File: src/rtl/axi_lite_pkg.sv
// axi_lite_pkg: shared AXI4-Lite response codes, master FSM states and protection default
package axi_lite_pkg;
  typedef enum logic [1:0] {
    OKAY   = 2'b00,
    EXOKAY = 2'b01,
    SLVERR = 2'b10,
    DECERR = 2'b11
  } resp_e;
  typedef enum logic [2:0] {
    IDLE,
    WR_ADDR_DATA,
    WR_RESP,
    RD_ADDR,
    RD_DATA,
    RSP
  } state_e;
  localparam logic [2:0] AXI_PROT_DEFAULT = 3'b000;
endpackage

File: src/rtl/axi_lite_master.sv
// axi_lite_master: single-outstanding AXI4-Lite master behind a valid/ready command/response port
module axi_lite_master
  import axi_lite_pkg::*;
#(
  parameter int ADDR_W = 32,
  parameter int DATA_W = 32
) (
  input  logic                  aclk,
  input  logic                  areset,
  input  logic                  cmd_valid,
  output logic                  cmd_ready,
  input  logic                  cmd_write,
  input  logic [ADDR_W-1:0]     cmd_addr,
  input  logic [DATA_W-1:0]     cmd_wdata,
  input  logic [DATA_W/8-1:0]   cmd_wstrb,
  output logic                  rsp_valid,
  input  logic                  rsp_ready,
  output logic [DATA_W-1:0]     rsp_rdata,
  output logic [1:0]            rsp_resp,
  output logic [ADDR_W-1:0]     m_axi_awaddr,
  output logic [2:0]            m_axi_awprot,
  output logic                  m_axi_awvalid,
  input  logic                  m_axi_awready,
  output logic [DATA_W-1:0]     m_axi_wdata,
  output logic [DATA_W/8-1:0]   m_axi_wstrb,
  output logic                  m_axi_wvalid,
  input  logic                  m_axi_wready,
  input  logic [1:0]            m_axi_bresp,
  input  logic                  m_axi_bvalid,
  output logic                  m_axi_bready,
  output logic [ADDR_W-1:0]     m_axi_araddr,
  output logic [2:0]            m_axi_arprot,
  output logic                  m_axi_arvalid,
  input  logic                  m_axi_arready,
  input  logic [DATA_W-1:0]     m_axi_rdata,
  input  logic [1:0]            m_axi_rresp,
  input  logic                  m_axi_rvalid,
  output logic                  m_axi_rready
);
  state_e state, state_n;
  logic aw_done, w_done, aw_done_n, w_done_n;
  logic cmd_hs, rsp_hs, aw_hs, w_hs, b_hs, ar_hs, r_hs;
  logic cmd_ready_d, awvalid_d, wvalid_d, bready_d, arvalid_d, rready_d, rsp_valid_d;
  assign cmd_hs = cmd_valid && cmd_ready;
  assign rsp_hs = rsp_valid && rsp_ready;
  assign aw_hs  = m_axi_awvalid && m_axi_awready;
  assign w_hs   = m_axi_wvalid && m_axi_wready;
  assign b_hs   = m_axi_bvalid && m_axi_bready;
  assign ar_hs  = m_axi_arvalid && m_axi_arready;
  assign r_hs   = m_axi_rvalid && m_axi_rready;
  assign aw_done_n = (state == WR_ADDR_DATA) && (aw_done || aw_hs);
  assign w_done_n  = (state == WR_ADDR_DATA) && (w_done || w_hs);
  assign m_axi_awprot = AXI_PROT_DEFAULT;
  assign m_axi_arprot = AXI_PROT_DEFAULT;
  // state register plus per-channel done flags for the write address/data phase
  always_ff @(posedge aclk or posedge areset) begin
    if (areset) begin
      state   <= IDLE;
      aw_done <= 1'b0;
      w_done  <= 1'b0;
    end else begin
      state   <= state_n;
      aw_done <= aw_done_n;
      w_done  <= w_done_n;
    end
  end
  // next-state decode; the write phase ends once both AW and W have handshaken
  always_comb begin
    state_n = state;
    case (state)
      IDLE:         if (cmd_hs) state_n = cmd_write ? WR_ADDR_DATA : RD_ADDR;
      WR_ADDR_DATA: if (aw_done_n && w_done_n) state_n = WR_RESP;
      WR_RESP:      if (b_hs) state_n = RSP;
      RD_ADDR:      if (ar_hs) state_n = RD_DATA;
      RD_DATA:      if (r_hs) state_n = RSP;
      RSP:          if (rsp_hs) state_n = IDLE;
      default:      state_n = IDLE;
    endcase
  end
  // output decode from the next state so every control output can be registered
  always_comb begin
    cmd_ready_d = state_n == IDLE;
    awvalid_d   = (state_n == WR_ADDR_DATA) && !aw_done_n;
    wvalid_d    = (state_n == WR_ADDR_DATA) && !w_done_n;
    bready_d    = state_n == WR_RESP;
    arvalid_d   = state_n == RD_ADDR;
    rready_d    = state_n == RD_DATA;
    rsp_valid_d = state_n == RSP;
  end
  // registered outputs; payloads load only on their handshakes so they hold while valid is high
  always_ff @(posedge aclk or posedge areset) begin
    if (areset) begin
      cmd_ready     <= 1'b0;
      m_axi_awvalid <= 1'b0;
      m_axi_wvalid  <= 1'b0;
      m_axi_bready  <= 1'b0;
      m_axi_arvalid <= 1'b0;
      m_axi_rready  <= 1'b0;
      rsp_valid     <= 1'b0;
      rsp_rdata     <= '0;
      rsp_resp      <= '0;
      m_axi_awaddr  <= '0;
      m_axi_wdata   <= '0;
      m_axi_wstrb   <= '0;
      m_axi_araddr  <= '0;
    end else begin
      cmd_ready     <= cmd_ready_d;
      m_axi_awvalid <= awvalid_d;
      m_axi_wvalid  <= wvalid_d;
      m_axi_bready  <= bready_d;
      m_axi_arvalid <= arvalid_d;
      m_axi_rready  <= rready_d;
      rsp_valid     <= rsp_valid_d;
      if (cmd_hs && cmd_write) begin
        m_axi_awaddr <= cmd_addr;
        m_axi_wdata  <= cmd_wdata;
        m_axi_wstrb  <= cmd_wstrb;
      end
      if (cmd_hs && !cmd_write) m_axi_araddr <= cmd_addr;
      if (b_hs) begin
        rsp_rdata <= '0;
        rsp_resp  <= m_axi_bresp;
      end
      if (r_hs) begin
        rsp_rdata <= m_axi_rdata;
        rsp_resp  <= m_axi_rresp;
      end
    end
  end
endmodule

File: config.mk
export PLATFORM = sky130hd
export DESIGN_NAME = axi_lite_master
export DESIGN_NICKNAME = d
export VERILOG_FILES = /design/src/rtl/axi_lite_pkg.sv /design/src/rtl/axi_lite_master.sv
export SDC_FILE = /design/constraint.sdc
export NUM_CORES = 1
export LEC_CHECK = 0
export CORE_MARGIN = 4
export CORE_UTILIZATION = 41
export DETAILED_ROUTE_END_ITERATION = 8
export PLACE_DENSITY = 0.87
export SYNTH_ARGS = -nofsm -noshare
export SYNTH_HDL_FRONTEND = slang
export SYNTH_SLANG_ARGS = --single-unit
File: constraint.sdc
create_clock -name aclk -period 5.9 [get_ports aclk]
set_input_delay 1.475 -clock aclk [delete_from_list [all_inputs] [get_ports aclk]]
set_output_delay 1.475 -clock aclk [all_outputs]
set_load 0.05 [all_outputs]
== After elaboration in Yosys (flattened, before gate mapping) ==
Index checks and enable logic that the tools add are counted.
Cells by class
  mux-type cells: 12
  equal/unequal tests: 10
  reductions and logical operators: 22
Operators by type and width (count)
  two-way mux 32 bit: 2
  two-way mux 3 bit: 6
  one-hot mux 3 bit (6 select lines): 1
  logical AND 1 bit: 14
  equality test 3 x 2 -> 1 bit, second input constant: 4
  equality test 3 bit, second input constant: 4
  equality test 3 x 1 -> 1 bit, second input constant: 2
  logical NOT 3 bit: 2
  two-way mux 2 bit: 3
  logical NOT 1 bit: 3
  logical OR 1 bit: 2
  nonzero test 2 bit: 1
Word-level totals
  flip-flop bits (word level): 146
  logic and storage cells: 60
  input port bits: 114
  output and inout port bits: 147

== Logic depth before layout (Yosys ltp) ==
Gate-level depths: netlist (run 1).
  depth after elaboration: 8
  mapped depth: 5
  gate-level depth less buffers: 4

== Worst setup path before layout (run 1) ==
Ideal clock, no wire load.
  path type: input to register
  from: input cmd_write
  to: register cmd_ready
  arrival time: 2.388 ns
  path buffers: 0
  stages: 4
  library setup time: 0.135 ns
  slack: 3.377 ns
  data required time: 5.765 ns
  path through: nand3b_1 > or4_1 > nand4_4 > nor3_1
On the way
  longest elaborated chain between the ends: 4
RTL lines
  start, declared: RTL line axi_lite_master.sv:12  | input logic cmd_write,
  two-way mux 2 bit: RTL line axi_lite_master.sv:71  | IDLE: if (cmd_hs) state_n = cmd_write ? WR_ADDR_DATA : RD_ADDR;
  two-way mux 3 bit: RTL line axi_lite_master.sv:71
  one-hot mux 3 bit (6 select lines): RTL line axi_lite_master.sv:70  | case (state)
  via state_n[1]: RTL line axi_lite_master.sv:40  | state_e state, state_n;
  logical NOT 3 bit: RTL line axi_lite_master.sv:82  | cmd_ready_d = state_n == IDLE;
  via cmd_ready_d: RTL line axi_lite_master.sv:43  | logic cmd_ready_d, awvalid_d, wvalid_d, bready_d, arvalid_d, rready_d, rsp_valid_d;
  end signal, assigned: RTL line axi_lite_master.sv:107  | cmd_ready <= cmd_ready_d;
  end, declared: RTL line axi_lite_master.sv:11  | output logic cmd_ready,
The timed path passes the listed nets, and every way through them passes these cells.
A chain may end at the register's enable or synchronous reset.

== Worst setup path in the final report (run 1) ==
  from: input m_axi_rvalid
  to: register rsp_rdata[26]
On the way
  longest elaborated chain between the ends: 2
  elaborated cells between the ends (all ways): 3
  those cells by class: mux: 1; reduce/logical: 2
RTL lines
  start, declared: RTL line axi_lite_master.sv:37  | input logic m_axi_rvalid,
  logical AND 1 bit (*): RTL line axi_lite_master.sv:50  | assign r_hs = m_axi_rvalid && m_axi_rready;
  two-way mux 32 bit or nonzero test 2 bit (tied branches)
  end signal, assigned: RTL line axi_lite_master.sv:125  | rsp_rdata <= m_axi_rdata;
  end, declared: RTL line axi_lite_master.sv:18  | output logic [DATA_W-1:0] rsp_rdata,
Every way passes the cells marked *; elsewhere a longest branch is shown, timed or not.

==> results of run 1 <==
metrics by stage:
step / cell area [µm²] / instances / hold slack [ps] / utilization
3_3_place_gp: 8220 / 828 / 459 / 0.623
6_report: 8840 / 859 / 476 / 0.670
3_5_place_dp: 8220 / 828 / 466 / 0.623
4_1_cts: 8830 / 859 / 480 / 0.670
2_1_floorplan: 5540 / 421 / 596 / -
5_1_grt: 8840 / 859 / 501 / 0.670
per-layer routing:
| layer | part of all wire | up-vias | global-route usage |
|---|---|---|---|
| li1 | - | 1935 | - |
| met1 | 0.35 | 2113 | 0.211 |
| met2 | 0.51 | 200 | 0.353 |
| met3 | 0.12 | 30 | 0.0967 |
| met4 | 0.023 | 0 | 0.0856 |
| met5 | 0 | - | 0 |
area by class of cell:
cell class / count / area (µm²)
inverter: 1 / 8.76
fill: 958 / 4350
clock buffer: 22 / 484
sequential: 146 / 3650
multi-input combinational: 247 / 1770
timing repair buffer: 258 / 2570
tap: 176 / 220
clock inverter: 9 / 129
worst max-delay path: stages:
cell	delay, ps
clkdlybuf4s50_1	470
and2_1	1060
a21oi_4	360
a22o_1	320
state kept, by name, indices dropped and copies added (netlist names), 2 cells and up:
register,count
state,3
m_axi_wdata,32
rsp_resp,2
rsp_rdata,32
m_axi_awaddr,32
m_axi_araddr,32
m_axi_wstrb,4
path summary, 6_finish.rpt:
| path | start | to | slack (ps) | depth (start not counted) |
|---|---|---|---|---|
| max in group asynchronous | areset | rsp_rdata[28] | 3400 | 3 |
| worst min register to register | m_axi_araddr[15] | m_axi_araddr[15] | 480 | 2 |
| worst max-delay path | m_axi_rvalid | rsp_rdata[26] | 2490 | 4 |
| worst min-delay path | m_axi_araddr[15] | m_axi_araddr[15] | 480 | 2 |
| min in group asynchronous | areset | m_axi_wdata[13] | 1530 | 2 |
| worst max register to register | m_axi_rready | rsp_rdata[26] | 3650 | 3 |
logic make-up after synthesis:
kind of cell | share of synthesized area
compound gates | 0.0614
buf+inv | 0.0256
flops | 0.662
mux | 0.142
other cells | 0.000679
simple gates | 0.108
cell usage in the layout, fill, tap and decap left out, types with 4 or more instances in the layout:
cell type          n
a22o_1            32
nand2_1          103
mux2_2            68
clkbuf_16         17
conb_1             6
dfrtp_1          146
clkdlybuf4s50_1  254
clkbuf_8           4
buf_4              4
power by group through the flow:
| stage | clock network [µW] | registers [µW] | logic (µW) |
|---|---|---|---|
| floorplan | 0 | 3320 | 586 |
| global placement | 0 | 1730 | 3310 |
| detailed placement | 0 | 1760 | 3370 |
| CTS | 1120 | 1760 | 3390 |
| global route | 1170 | 1810 | 3500 |
| finish | 1100 | 1750 | 3360 |
==> reports/metrics.cfg, run 1 <==
[run_status]
status = finished, final reports clean

[clock_tree]
clk_latency_ps = 410
cts_inserted_buffers = 17
clkTransAtPathRegs_ps = 60
clock_path_buffers = 2
cts-htree-levels = 4
cts_tree = built
clock_sinks = 146
postCtsResizedCells = 0
cts_root_buf = clkbuf_16
cts_hold_buf = 0
cts_setup_buffers = 0

[route]
ant_nets = 0
drc = 0
vias = 4278
vias_per_cell = 4.98
wl_per_cell_um = 18.3
drtIter0Drc = 189
first_pass_iters = 4
wl_um = 15700

[timing]
rsz0062_at_grt = no
setup-violations-final = 0
period_needed_ps = 3410
setup_tns_ps = 0
hold_viol_final = 0
report.final.slew_viol_count = 0
timing.final.crit_share = 0.578
finClkSkew_ps = 7.46
max_slew.worst_pin.slew_ps = 1390
setup_ws_ps = 2490
max_freq_mhz = 293
slew-limit-headroom = 0.0712

[power]
seq_power_share = 0.282
irDropWorstVdd_mv = 0.455
swShare = 0.461
p_total_uw = 6210
clockPowerShare = 0.177
p_int_uw = 3350
p_switching_uw = 2860
cellPowerDensity_nw_per_um2 = 703
comb_power_share = 0.541
power.leakage_uw = 0.00394

[job]
maxCapViolCount = 0

[die]
fp.dieW_um = 124
fp.dieH_um = 124
io_pins = 261
dieArea_um2 = 15400
core.rowCount = 42
initial_utilization = 0.419
core-area_um2 = 13200

[synthesis]
syn-cell-area_um2 = 5520
synth_edf_count = 0
synth_top_area_share = 0.662
yosys-top-cells-area = dfrtp_1 (66%), mux2_2 (14%), nand2_1 (7.0%)
syn_area_per_cell_um2 = 13.3
synth_top_area_cell = dfrtp_1
synth_seq_area_share = 0.662
ys_ff_latch = 146
synth_ff_type = dfrtp_1
yosys_warnings = 0
synthArstFlopShare = 1.00
yosysMostFrequentCell = dfrtp_1
synth_common_cells = dfrtp_1 (146), nand2_1 (103), mux2_2 (68), a22o_1 (32), buf_2 (11)
syn_inst = 416
synth.distinct_cells = 32

[placed_design]
place_congestion = 0.800
dp_slack_ps = 1870
hpwl_um = 11200
portBuffers = 254

[global_routing]
grt_overflow = 0
grt_max_degree = 72
grt.total_usage = 0.204
grt_pass1_wl_um = 23700
antenna_found_initial = 0
first_global_vias = 4571

[worst_setup_path]
cp-end-kind = flop
crit_required_ps = 6190
cp.arrival_ps = 3700
cp_max_fo = 37
start_kind = primary input
crit_type = primary input to flop

[layout]
fin_nets = 785
drive_gt1_frac = 0.163
diodes = 0
area_growth_pct = 60.1

[min_path]
holdCritPathClass = flop to flop

Power figures use the tool's default switching activity.
==> inputs of run 2 (changes only) <==
==> constraint.sdc (replaced) <==
create_clock -name aclk -period 3.55 [get_ports aclk]
set_input_delay 0.8875 -clock aclk [delete_from_list [all_inputs] [get_ports aclk]]
set_output_delay 0.8875 -clock aclk [all_outputs]
set_load 0.05 [all_outputs]
==> reports/metrics.cfg, run 2 (same netlist as run 1, synthesis figures left out) <==
[run_status]
status = finished, final reports clean

[layout]
finish.instance_area_um2 = 8850
diodes = 0
layout_commonest_cell = clkdlybuf4s50_1
regArea_um2 = 3650
fin_nets = 786
drive_gt1_frac = 0.162
final_cell_mix = clkdlybuf4s50_1 (254), dfrtp_1 (146), nand2_1 (103)
area_growth_pct = 60.4
instances_no_fill = 861
multi_input_area_um2 = 1780
fillers = 969

[route]
drtIter0Drc = 212
wl_per_cell_um = 18.0
ant_nets = 0
drc = 0
vias = 4289
wl_um = 15500
first_pass_iters = 4
vias_per_cell = 4.98

[global_routing]
grt_max_degree = 87
grt_pass1_wl_um = 23400
first_global_vias = 4590
grt_overflow = 0
grt.total_usage = 0.199
antenna_found_initial = 0

[die]
initial_utilization = 0.419
core.rowCount = 42
io_pins = 261
fp.dieH_um = 124
fp.dieW_um = 124
core-area_um2 = 13200
dieArea_um2 = 15400

[placed_design]
dp_slack_ps = 698
hpwl_um = 11200
place_congestion = 0.803
dpl.cell_count = 829
placed_cell_area_um2 = 8250
portBuffers = 254

[timing]
timing.final.crit_share = 0.732
slew-limit-headroom = 0.400
hold_viol_final = 0
max_slew.worst_pin.slew_ps = 898
report.final.slew_viol_count = 0
setup_ws_ps = 951
max_freq_mhz = 385
setup-violations-final = 0
period_needed_ps = 2600
finClkSkew_ps = 5.54
rsz0062_at_grt = no
setup_tns_ps = 0

[worst_setup_path]
cp_cell_sequence = clkdlybuf4s50_1
cp.arrival_ps = 1710
worst-path-buf-inv = 1
crit_type = flop to output port
cp-end-kind = output port
slowest_stage = clkdlybuf4s50_1
start_kind = flop
cp_top_family = buffers and inverters
crit_required_ps = 2660
cp_max_fo = 5
slowest_delay_ps = 850

[power]
clockPowerShare = 0.171
irDropWorstVdd_mv = 0.706
swShare = 0.463
seq_power_share = 0.283
p_switching_uw = 4750
cellPowerDensity_nw_per_um2 = 1160
p_total_uw = 10300
p_int_uw = 5500
comb_power_share = 0.546
power.leakage_uw = 0.00393

[clock_tree]
clock_sinks = 146
cts_hold_buf = 0
clock_path_buffers = 2
clk_latency_ps = 410
cts_inserted_buffers = 17
postCtsResizedCells = 0
cts_tree = built
cts_setup_buffers = 0
cts-htree-levels = 4
cts_root_buf = clkbuf_16
clkTransAtPathRegs_ps = 60

[job]
maxCapViolCount = 0

[min_path]
holdCritPathClass = flop to flop

-- run 2: cell count changes in the layout (fill, tap and decap cells not counted), sizes merged --
cell,before,now
bufinv,3,2
inv,1,0
clkbuf,22,24
clkinvlp,2,4
clkinv,4,3
buf,4,5
-- run 2: area by class of cell --
cell class / count / area share
Timing Repair Buffer: 259 / 0.294
Sequential cell: 146 / 0.413
Clock inverter: 8 / 0.0114
Inverter: 1 / 0.000848
Clock buffer: 24 / 0.0555
Multi-Input combinational cell: 247 / 0.201
Tap cell: 176 / 0.0249
-- run 2: per-stage QoR --
stage          hold slack [ps]   util
6_report                   474  0.671
5_1_grt                    497  0.671
4_1_cts                    478  0.671
3_5_place_dp               463  0.626
3_3_place_gp               457  0.626
2_1_floorplan              596      -
-- run 2: layer usage --
metal	wire, µm	up-vias	track usage
met5	0	-	0
met4	337	0	0.0753
met3	1670	28	0.0931
met2	7720	188	0.338
met1	5740	2134	0.216
li1	-	1939	-
-- run 2: path summary, 6_finish.rpt --
check | start | cells after the start | endpoint | slack, ps
min reg2reg | m_axi_araddr[10] | 2 | m_axi_araddr[10] | 470
max | cmd_ready | 1 | cmd_ready | 950
min | m_axi_araddr[10] | 2 | m_axi_araddr[10] | 470
min in group asynchronous | areset | 2 | m_axi_wdata[15] | 920
max in group asynchronous | areset | 3 | m_axi_araddr[2] | 1780
max reg2reg | cmd_ready | 3 | m_axi_awaddr[14] | 1910
-- run 2: power by group through the flow --
stage                     registers, µW  logic [µW]  clock network, µW
after floorplan                    5510         974                  0
after global placement             2880        5520                  0
after detailed placement           2930        5610                  0
after CTS                          2910        5640               1790
after global routing               2990        5820               1880
final                              2900        5590               1760
